<file path="src/rtl/event_capture_encoder_pkg.sv">
// evt_pkg: shared sizes, vector types and FSM state encoding for event_capture_encoder.
package evt_pkg;
   localparam int EVT_NR_OF_INPUTS = 21;
   localparam int EVT_INDEX_BITS = 5;
   typedef logic [EVT_NR_OF_INPUTS-1:0] evt_vec_t;
   typedef logic [EVT_INDEX_BITS-1:0] evt_idx_t;
   typedef enum logic {EVT_IDLE = 1'b0, EVT_PRESENT = 1'b1} evt_state_e;
endpackage

</file>
<file path="src/rtl/event_capture_encoder_if.sv">
// event_capture_encoder_if: event lines, capture enable and the index valid/ready handshake.
interface event_capture_encoder_if;
   import evt_pkg::*;
   evt_vec_t Inputs;
   logic Enable;
   logic Event_Valid;
   evt_idx_t Event_Index;
   logic Event_Ready;
   evt_vec_t Pending;
   logic Any_Pending;
   logic Overrun;
   modport master (
      input Inputs, Enable, Event_Ready,
      output Event_Valid, Event_Index, Pending, Any_Pending, Overrun
   );
   modport slave (
      output Inputs, Enable, Event_Ready,
      input Event_Valid, Event_Index, Pending, Any_Pending, Overrun
   );
endinterface

</file>
<file path="src/rtl/evt_priority_encoder.sv">
// evt_priority_encoder: find first set bit of req, searching upward from offset with wrap-around.
module evt_priority_encoder
   import evt_pkg::*;
(
   input  evt_vec_t req,
   input  evt_idx_t offset,
   output evt_idx_t idx,
   output logic     found
);
   logic [EVT_INDEX_BITS:0] j;
   // Scan from the far end back so the bit nearest the offset is written last and wins.
   always_comb begin
      idx = '0;
      found = 1'b0;
      j = '0;
      for (int i = EVT_NR_OF_INPUTS - 1; i >= 0; i--) begin
         j = {1'b0, offset} + (EVT_INDEX_BITS + 1)'(i);
         j = j >= (EVT_INDEX_BITS + 1)'(EVT_NR_OF_INPUTS) ? j - (EVT_INDEX_BITS + 1)'(EVT_NR_OF_INPUTS) : j;
         if (req[j[EVT_INDEX_BITS-1:0]]) begin
            idx = j[EVT_INDEX_BITS-1:0];
            found = 1'b1;
         end
      end
   end
endmodule

</file>
<file path="src/rtl/event_capture_encoder.sv">
// event_capture_encoder: sticky capture of 21 polarity-adjusted event lines, one index presented at a time.
// Define EVT_ROUND_ROBIN_EN to search from the last accepted index + 1 instead of fixed lowest-index priority.
module event_capture_encoder
   import evt_pkg::*;
#(
   parameter int NrOfInputs = EVT_NR_OF_INPUTS,
   parameter logic [EVT_NR_OF_INPUTS-1:0] BubblesMask = '0,
   parameter logic [EVT_NR_OF_INPUTS-1:0] EdgeMask = '0,
   parameter int IndexBits = EVT_INDEX_BITS
) (
   input logic GlobalClock,
   input logic Reset_n,
   event_capture_encoder_if.master bus
);
   logic [NrOfInputs-1:0] s_real, rise, set, clr;
   logic [NrOfInputs-1:0] s_prev_q, s_prev_d, pending_q, pending_d;
   logic [IndexBits-1:0] index_q, index_d, sel_index, offset;
   logic overrun_q, overrun_d, accept, found;
   evt_state_e state_q, state_d;

   evt_priority_encoder u_enc (
      .req    (pending_q),
      .offset (offset),
      .idx    (sel_index),
      .found  (found)
   );

`ifdef EVT_ROUND_ROBIN_EN
   logic [IndexBits-1:0] ptr_q, ptr_d;
   always_comb begin
      ptr_d = accept ? (index_q == IndexBits'(NrOfInputs - 1) ? '0 : index_q + IndexBits'(1)) : ptr_q;
   end
   always_ff @(posedge GlobalClock) begin
      ptr_q <= !Reset_n ? '0 : ptr_d;
   end
   assign offset = ptr_q;
`else
   assign offset = '0;
`endif

   // A set in the same cycle as the clear of that bit re-arms it.
   always_comb begin
      s_real = bus.Inputs ^ BubblesMask;
      s_prev_d = s_real;
      rise = s_real & ~s_prev_q;
      set = bus.Enable ? (EdgeMask & rise) | (~EdgeMask & s_real) : '0;
      accept = (state_q == EVT_PRESENT) & bus.Event_Ready;
      clr = '0;
      clr[index_q] = accept;
      pending_d = (pending_q & ~clr) | set;
      overrun_d = overrun_q | (|(EdgeMask & set & pending_q & ~clr));
      state_d = state_q == EVT_IDLE ? (found ? EVT_PRESENT : EVT_IDLE) : (accept ? EVT_IDLE : EVT_PRESENT);
      index_d = (state_q == EVT_IDLE && found) ? sel_index : index_q;
   end

   always_ff @(posedge GlobalClock) begin
      s_prev_q <= s_prev_d;
      if (!Reset_n) begin
         pending_q <= '0;
         overrun_q <= 1'b0;
         state_q <= EVT_IDLE;
         index_q <= '0;
      end else begin
         pending_q <= pending_d;
         overrun_q <= overrun_d;
         state_q <= state_d;
         index_q <= index_d;
      end
   end

   assign bus.Event_Valid = state_q == EVT_PRESENT;
   assign bus.Event_Index = index_q;
   assign bus.Pending = pending_q;
   assign bus.Any_Pending = |pending_q;
   assign bus.Overrun = overrun_q;
endmodule

</file>
<file path="src/flat_wrapper.sv">
// flat-port wrapper written by rule: the top's interface ports become plain ports
module event_capture_encoder_flat import evt_pkg::*;
#(
   parameter int NrOfInputs = EVT_NR_OF_INPUTS,
   parameter logic [EVT_NR_OF_INPUTS-1:0] BubblesMask = '0,
   parameter logic [EVT_NR_OF_INPUTS-1:0] EdgeMask = '0,
   parameter int IndexBits = EVT_INDEX_BITS
)
  (GlobalClock, Reset_n, bus_Inputs, bus_Enable, bus_Event_Ready, bus_Event_Valid, bus_Event_Index, bus_Pending, bus_Any_Pending, bus_Overrun);
  event_capture_encoder_if bus_i ();
  input logic GlobalClock;
  input logic Reset_n;
  input wire logic [$bits(bus_i.Inputs)-1:0] bus_Inputs;
  input wire logic [$bits(bus_i.Enable)-1:0] bus_Enable;
  input wire logic [$bits(bus_i.Event_Ready)-1:0] bus_Event_Ready;
  output wire logic [$bits(bus_i.Event_Valid)-1:0] bus_Event_Valid;
  output wire logic [$bits(bus_i.Event_Index)-1:0] bus_Event_Index;
  output wire logic [$bits(bus_i.Pending)-1:0] bus_Pending;
  output wire logic [$bits(bus_i.Any_Pending)-1:0] bus_Any_Pending;
  output wire logic [$bits(bus_i.Overrun)-1:0] bus_Overrun;
  assign bus_i.Inputs = bus_Inputs;
  assign bus_i.Enable = bus_Enable;
  assign bus_i.Event_Ready = bus_Event_Ready;
  assign bus_Event_Valid = bus_i.Event_Valid;
  assign bus_Event_Index = bus_i.Event_Index;
  assign bus_Pending = bus_i.Pending;
  assign bus_Any_Pending = bus_i.Any_Pending;
  assign bus_Overrun = bus_i.Overrun;
  event_capture_encoder #(.NrOfInputs(NrOfInputs), .BubblesMask(BubblesMask), .EdgeMask(EdgeMask), .IndexBits(IndexBits)) u_core (.GlobalClock(GlobalClock), .Reset_n(Reset_n), .bus(bus_i));
endmodule
</file>
<file path="config.mk">
export PLATFORM = sky130hd
export DESIGN_NAME = event_capture_encoder_flat
export DESIGN_NICKNAME = d
export VERILOG_FILES = /design/src/rtl/event_capture_encoder_pkg.sv /design/src/rtl/event_capture_encoder_if.sv /design/src/rtl/evt_priority_encoder.sv /design/src/rtl/event_capture_encoder.sv /design/src/flat_wrapper.sv
export SDC_FILE = /design/constraint.sdc
export NUM_CORES = 1
export LEC_CHECK = 0
export ABC_AREA = 1
export BUFFER_PORTS_ARGS = -buffer_cell sky130_fd_sc_hd__buf_2
export CAP_MARGIN = 10
export CORE_UTILIZATION = 30
export DETAILED_ROUTE_END_ITERATION = 6
export HOLD_SLACK_MARGIN = 0.05
export SKIP_CTS_REPAIR_TIMING = 1
export SYNTH_ARGS = -nofsm -noshare
export SYNTH_HDL_FRONTEND = slang
export SYNTH_SLANG_ARGS = --single-unit
</file>
<file path="constraint.sdc">
create_clock -name GlobalClock -period 1.9 [get_ports GlobalClock]
set_input_delay 0.38 -clock GlobalClock [delete_from_list [all_inputs] [get_ports GlobalClock]]
set_output_delay 0.38 -clock GlobalClock [all_outputs]
set_load 0.01 [all_outputs]
</file>
==> flow_metrics.py, run 1 <==
metrics = {
    "outcome": {
        "status": "finished, violations left",
        "violations": "setup timing",
    },
    "yosys": {
        "synth_common_cells": "nand2_1 (61), dfxtp_1 (27), a21oi_1 (25), inv_1 (25), o21ai_0 (20)",
        "synth_cells": 203,
        "yosys.area.top_type": "dfxtp_1",
        "syn_avg_cell_area_um2": 6.589,
        "syn-cell-area_um2": 1338,
        "synthTopCellsByArea": "dfxtp_1 (40%), nand2_1 (17%), a21oi_1 (9.4%), o21ai_0 (7.5%), inv_1 (7.0%)",
        "yosysSeqAreaShare_pct": 40.41,
        "ys_seq_elements": 27,
        "synth_edf_count": 0,
        "yosysTopAreaCellShare_pct": 40.41,
        "synthFlopType": "dfxtp_1",
        "async_flop_share_pct": 0,
        "syn-num-nets": 228,
        "synth_most_common_cell": "nand2_1",
        "yosys_warnings": 0,
        "synth_cell_types": 24,
    },
    "floorplanning": {
        "num_rows": 23,
        "io-pin-count": 54,
        "start_util_pct": 32.28,
        "core-area_um2": 4144,
        "die-area_um2": 4729,
        "die_y_um": 68.77,
        "die_w_um": 68.77,
    },
    "routing": {
        "drt_iter0_drc": 77,
        "top_layer_used": "met4",
        "wl_per_cell_um": 12.10,
        "wl_met2_um": 1787,
        "drt_pass1_iterations": 4,
        "drcViolationCount": 0,
        "via_count": 1435,
        "wl_met1_um": 1698,
        "postRouteAntennaNets": 0,
        "via_per_inst": 4.690,
        "routed_wl_um": 3703,
        "dr_wl_met3_um": 178,
    },
    "placed_design": {
        "place_area_um2": 1638,
        "portBuffers": 52,
        "gp_congestion": 0.8712,
        "dpl.cell_count": 300,
        "hpwl_um": 2720,
    },
    "clocking": {
        "clk_pin_slew_ps": 90,
        "clkSinkCount": 27,
        "cts_buffers": 3,
        "clockBufferDepth": 2,
        "tritoncts": "yes",
        "clock_latency_ps": 270,
        "cts-root-buf": "clkbuf_8",
        "cts_max_level": 1,
    },
    "sta": {
        "rsz0062_at_grt": "yes",
        "worst_slack_ps": -13.33,
        "slew_viol_final": 0,
        "fin_setup_tns_ps": -13.33,
        "fin_crit_ps": 1913,
        "maxSlewHeadroom_pct": 50.17,
        "finalHoldViolations": 0,
        "layout_worst_path_cycle_share_pct": 100.7,
        "fin_hold_ws_ps": 342.8,
        "worst_slew_pin_slew_ps": 742.9,
        "setup_viol": 1,
        "finClkSkew_ps": 6.672,
        "fmax_mhz": 522.6,
    },
    "finish": {
        "nFillCells": 480,
        "multi_input_comb_area_um2": 698.2,
        "nNetsFinal": 282,
        "register_area_um2": 550.5,
        "layout-drive-gt1-share_pct": 31.64,
        "diodes": 0,
        "final_cells": 306,
        "syn_to_final_growth_pct": 29.56,
        "design_area_um2": 1733,
    },
    "global_routing": {
        "antenna_found_initial": 0,
        "grt_pass1_vias": 1223,
        "overflow": 0,
        "grt_max_degree": 28,
        "grt_pass1_wl_um": 5644,
        "grtUsageTotal_pct": 16.60,
    },
    "power": {
        "p_leak_nw": 0.8545,
        "irDropWorstVdd_uv": 357.5,
        "powerDensity_nw_per_um2": 738.6,
    },
    "setup_path": {
        "critPathLaunchType": "flip-flop",
        "path_class": "reg2out",
        "rrSetupSlack_ps": 210,
        "critPathLaunch": "u_core.bus.Pending[10]",
        "r2r_start": "u_core.bus.Pending[10]",
        "end_kind": "output port",
        "critPathArrivalTime_ps": 1530,
        "worstPathMaxFanout": 4,
        "crit_required_ps": 1520,
    },
    "hold_path": {
        "min_from": "bus_Inputs[14]",
        "hold_class": "in2reg",
    },
    "run": {
        "drv_cap": 0,
    },
}
-- registers in the layout, indices dropped and copies added (netlist names) --
name,count
u_core.bus.Event_Valid,1
u_core.bus.Event_Index,5
u_core.bus.Pending,21
-- power by group --
group,switching [mW],leakage [nW],internal (mW),total (mW)
Combinational,0.175,0.606,0.127,0.302
Clock,0.172,0.0228,0.150,0.323
Sequential,0.0467,0.226,0.609,0.656
Total,0.394,0.854,0.886,1.28
-- per-layer routing --
metal,vias up,GRT usage (%)
li1,751,-
met5,-,0
met2,37,28.19
met4,0,4.592
met3,4,4.276
met1,643,20.66
-- metrics by stage --
| step | utilization (%) | power, mW | setup WS [ps] |
|---|---|---|---|
| 2_1_floorplan | - | 0.8467 | 248.6 |
| 3_3_place_gp | 39.52 | 0.9503 | 231.1 |
| 3_5_place_dp | 39.52 | 0.9541 | 210.2 |
| 4_1_cts | 40.61 | 1.281 | -51.48 |
| 5_1_grt | 41.82 | 1.378 | -91.12 |
| 6_report | 41.82 | 1.280 | -13.33 |
-- final cells by class --
| class | count | share of cell area [%] |
|---|---|---|
| repair buffers | 54 | 15.88 |
| well taps | 50 | 3.610 |
| flip-flops and latches | 27 | 31.77 |
| clock buffers | 4 | 2.599 |
| multi-input cells | 144 | 40.29 |
| inverters | 27 | 5.848 |
-- cells by family (layout without fill, tap and decap cells) --
group | after synthesis | in the layout | share of synthesized area [%]
other | 1 | 1 | 0.2804
buffers and inverters | 32 | 85 | 9.260
flip-flops | 27 | 27 | 40.41
AND/OR/NAND/NOR | 95 | 95 | 31.24
AO/OA/AOI/OAI | 48 | 48 | 18.80
-- cell usage in the layout (no fill, tap or decap), drive strengths merged, types with 4 or more instances in the layout --
| cell type | n |
|---|---|
| buf | 54 |
| nand3 | 9 |
| clkbuf | 4 |
| o21ai | 20 |
| nor2 | 18 |
| inv | 26 |
| a21oi | 25 |
| nand2 | 64 |
| dfxtp | 27 |
-- critical path: stages, from the launching register on --
cell and delay (ps):
dfxtp_2 350, nor2_2 150, nand2_2 80, nor2_4 120, nand2_1 60, or3_4 350
buf_2 160
-- path summary, 6_finish.rpt --
kind	end	depth (start not counted)
setup / recovery	bus_Any_Pending	6
setup reg to reg	u_core.bus.Event_Index[2]	11
hold / removal	u_core.bus.Pending[14]	3
hold reg to reg	u_core.bus.Pending[12]	2
No activity file was read; power rests on OpenSTA's default activity.
==> run 2: changes to the inputs <==
ABC_AREA = default   (was 1)
TNS_END_PERCENT = 10   (was default)
==> run 2 against run 1 <==
The flow still finishes with violations (setup timing). Clock skew fell by 3.4 ps. Setup slack got worse by 35 ps. Global-route usage rose by 0.31 points. Synthesized cell count fell by 18%. Highest routed layer unchanged. Cell area rose by 1.0%. Critical endpoint unchanged. Non-clock buffer count rose by 5.
==> flow_metrics.py, run 2 <==
metrics = {
    "setup_path": {
        "path_cells": "or4_4 -> nor2_4 -> nand3_2 -> buf_6",
        "path_class": "reg2out",
        "critPathLaunchType": "flip-flop",
        "critPathMaxStageDelay_ps": 540,
        "critPathSlowestCell": "or4_4",
        "worstPathMaxFanout": 6,
        "end_kind": "output port",
        "critPathArrivalTime_ps": 1570,
        "crit_required_ps": 1520,
    },
    "sta": {
        "finalHoldViolations": 0,
        "rsz0062_at_grt": "yes",
        "fin_crit_ps": 1948,
        "finClkSkew_ps": 3.251,
        "fin_setup_tns_ps": -48.17,
        "setup_viol": 1,
        "worst_slack_ps": -48.17,
        "layout_worst_path_cycle_share_pct": 102.5,
        "slew_viol_final": 0,
        "fmax_mhz": 513.3,
    },
    "finish": {
        "nFillCells": 466,
        "layout-drive-gt1-share_pct": 33.18,
        "largest_reg_flops": 21,
        "final_util_pct": 42.24,
        "syn_to_final_growth_pct": 30.75,
        "diodes": 0,
        "register_area_um2": 545.5,
        "multi_input_comb_area_um2": 767.0,
        "nNetsFinal": 249,
        "final_common_cell": "buf_2",
        "final_cells": 273,
        "final_cell_mix": "buf_2 (51), nand2_1 (28), dfxtp_1 (25)",
    },
    "outcome": {
        "status": "finished, violations left",
        "violations": "setup timing",
    },
    "floorplanning": {
        "die_y_um": 68.80,
        "num_rows": 23,
        "die_w_um": 68.80,
        "io-pin-count": 54,
        "die-area_um2": 4733,
        "core-area_um2": 4144,
        "start_util_pct": 32.31,
    },
    "power": {
        "p_leak_nw": 0.7528,
        "p_sw_share_pct": 29.99,
        "switching_power_mw": 0.3858,
        "p_int_mw": 0.9005,
        "clkPwrFrac_pct": 25.1,
        "seq_power_share_pct": 51.3,
        "powerDensity_nw_per_um2": 734.8,
        "p_total_mw": 1.286,
        "power_frac_comb_pct": 23.6,
        "irDropWorstVdd_uv": 256.4,
    },
    "clocking": {
        "cts_max_level": 1,
        "clk_pin_slew_ps": 90,
        "clockBufferDepth": 2,
        "clkSinkCount": 27,
        "tritoncts": "yes",
        "cts-root-buf": "clkbuf_8",
        "clock_latency_ps": 270,
        "cts_buffers": 3,
    },
    "yosys": {
        "yosysSeqAreaShare_pct": 40.37,
        "yosys.area.top_type": "dfxtp_1",
        "yosys_warnings": 0,
        "async_flop_share_pct": 0,
        "syn-cell-area_um2": 1339,
        "synth_edf_count": 0,
        "synth_common_cells": "nand2_1 (28), dfxtp_1 (27), o21ai_0 (24), a21boi_0 (20), nor2_1 (11)",
        "synthTopCellsByArea": "dfxtp_1 (40%), a21boi_0 (11%), o21ai_0 (9.0%), nand2_1 (7.9%), nor2_1 (3.1%)",
        "synth_most_common_cell": "nand2_1",
        "syn-num-nets": 192,
        "synthFlopType": "dfxtp_1",
        "syn_avg_cell_area_um2": 8.017,
        "synth_cell_types": 35,
        "synth_cells": 167,
        "yosysTopAreaCellShare_pct": 40.37,
        "ys_seq_elements": 27,
    },
    "global_routing": {
        "grt_pass1_vias": 1268,
        "grtUsageTotal_pct": 16.91,
        "grt_max_degree": 31,
        "antenna_found_initial": 0,
        "overflow": 0,
        "grt_pass1_wl_um": 5892,
    },
    "routing": {
        "via_count": 1420,
        "drt_pass1_iterations": 4,
        "via_per_inst": 5.201,
        "routed_wl_um": 3852,
        "drt_iter0_drc": 69,
        "drcViolationCount": 0,
        "wl_per_cell_um": 14.11,
        "postRouteAntennaNets": 0,
    },
    "placed_design": {
        "dpl.cell_count": 266,
        "portBuffers": 52,
        "gp_congestion": 0.7732,
        "pre_cts_ws_ps": 159.0,
        "hpwl_um": 2835,
    },
    "run": {
        "drv_cap": 0,
    },
    "hold_path": {
        "hold_class": "in2reg",
    },
}
run 2: cell types whose count changed in the layout (fill, tap and decap cells not counted), sizes merged, moves of 3 or more:
cell | before | now
o21ai | 20 | 26
nand2 | 64 | 28
nor2 | 18 | 12
inv | 26 | 3
nand3 | 9 | 1
a21oi | 25 | 5
nor3 | 1 | 4
nor4 | 0 | 4
a21boi | 0 | 21
buf | 54 | 59
run 2: cell type report:
cell class,instances,area share (%)
Clock buffer,4,2.573
Tap cell,50,3.574
Sequential cell,27,31.17
Timing Repair Buffer,59,18.23
Inverter,3,0.6433
Multi-Input combinational cell,130,43.82
run 2: logic make-up (layout without fill, tap and decap cells):
| family | Yosys count | in the layout | synth area share, % |
|---|---|---|---|
| simple gates | 68 | 68 | 26.45 |
| other cells | 1 | 1 | 0.2801 |
| buf+inv | 10 | 66 | 3.178 |
| compound gates | 61 | 61 | 29.72 |
| flops | 27 | 27 | 40.37 |
run 2: layer usage:
| metal | routed length, um | GRT usage [%] | up-vias |
|---|---|---|---|
| met3 | 288 | 4.112 | 5 |
| met4 | 24 | 3.061 | 0 |
| met2 | 1753 | 27.57 | 48 |
| li1 | - | - | 709 |
| met5 | 0 | 0 | - |
| met1 | 1786 | 22.74 | 658 |
run 2: path summary, 6_finish.rpt:
check	endpoint	cells past startpoint	slack, ps	from
worst max-delay path	bus_Any_Pending	4	-50	u_core.bus.Pending[14]
worst min-delay path	u_core.bus.Pending[19]	3	360	bus_Inputs[19]
worst max register to register	u_core.bus.Event_Index[0]	6	250	u_core.bus.Pending[14]
worst min register to register	u_core.bus.Event_Index[1]	2	520	u_core.bus.Event_Index[1]
run 2: worst max-delay path, delay by kind of cell, from the launching register on:
family	cells	cell delay (ps)
buffers and inverters	1	130
flip-flops	1	370
AND/OR/NAND/NOR	3	800
run 2: power groups by stage:
stage	sequential, mW	combinational, mW	clock, mW
2_1_floorplan	0.685	0.159	0
3_3_place_gp	0.670	0.293	0
3_5_place_dp	0.672	0.293	0
4_1_cts	0.658	0.295	0.335
5_1_grt	0.669	0.337	0.361
6_report	0.660	0.304	0.322
run 2: through the flow:
stage	hold slack, ps	area (um^2)
detailed placement	503.8	1660
finish	355.2	1750
CTS	349.0	1705
global placement	504.6	1660
global route	350.0	1750
floorplan	512.9	1339
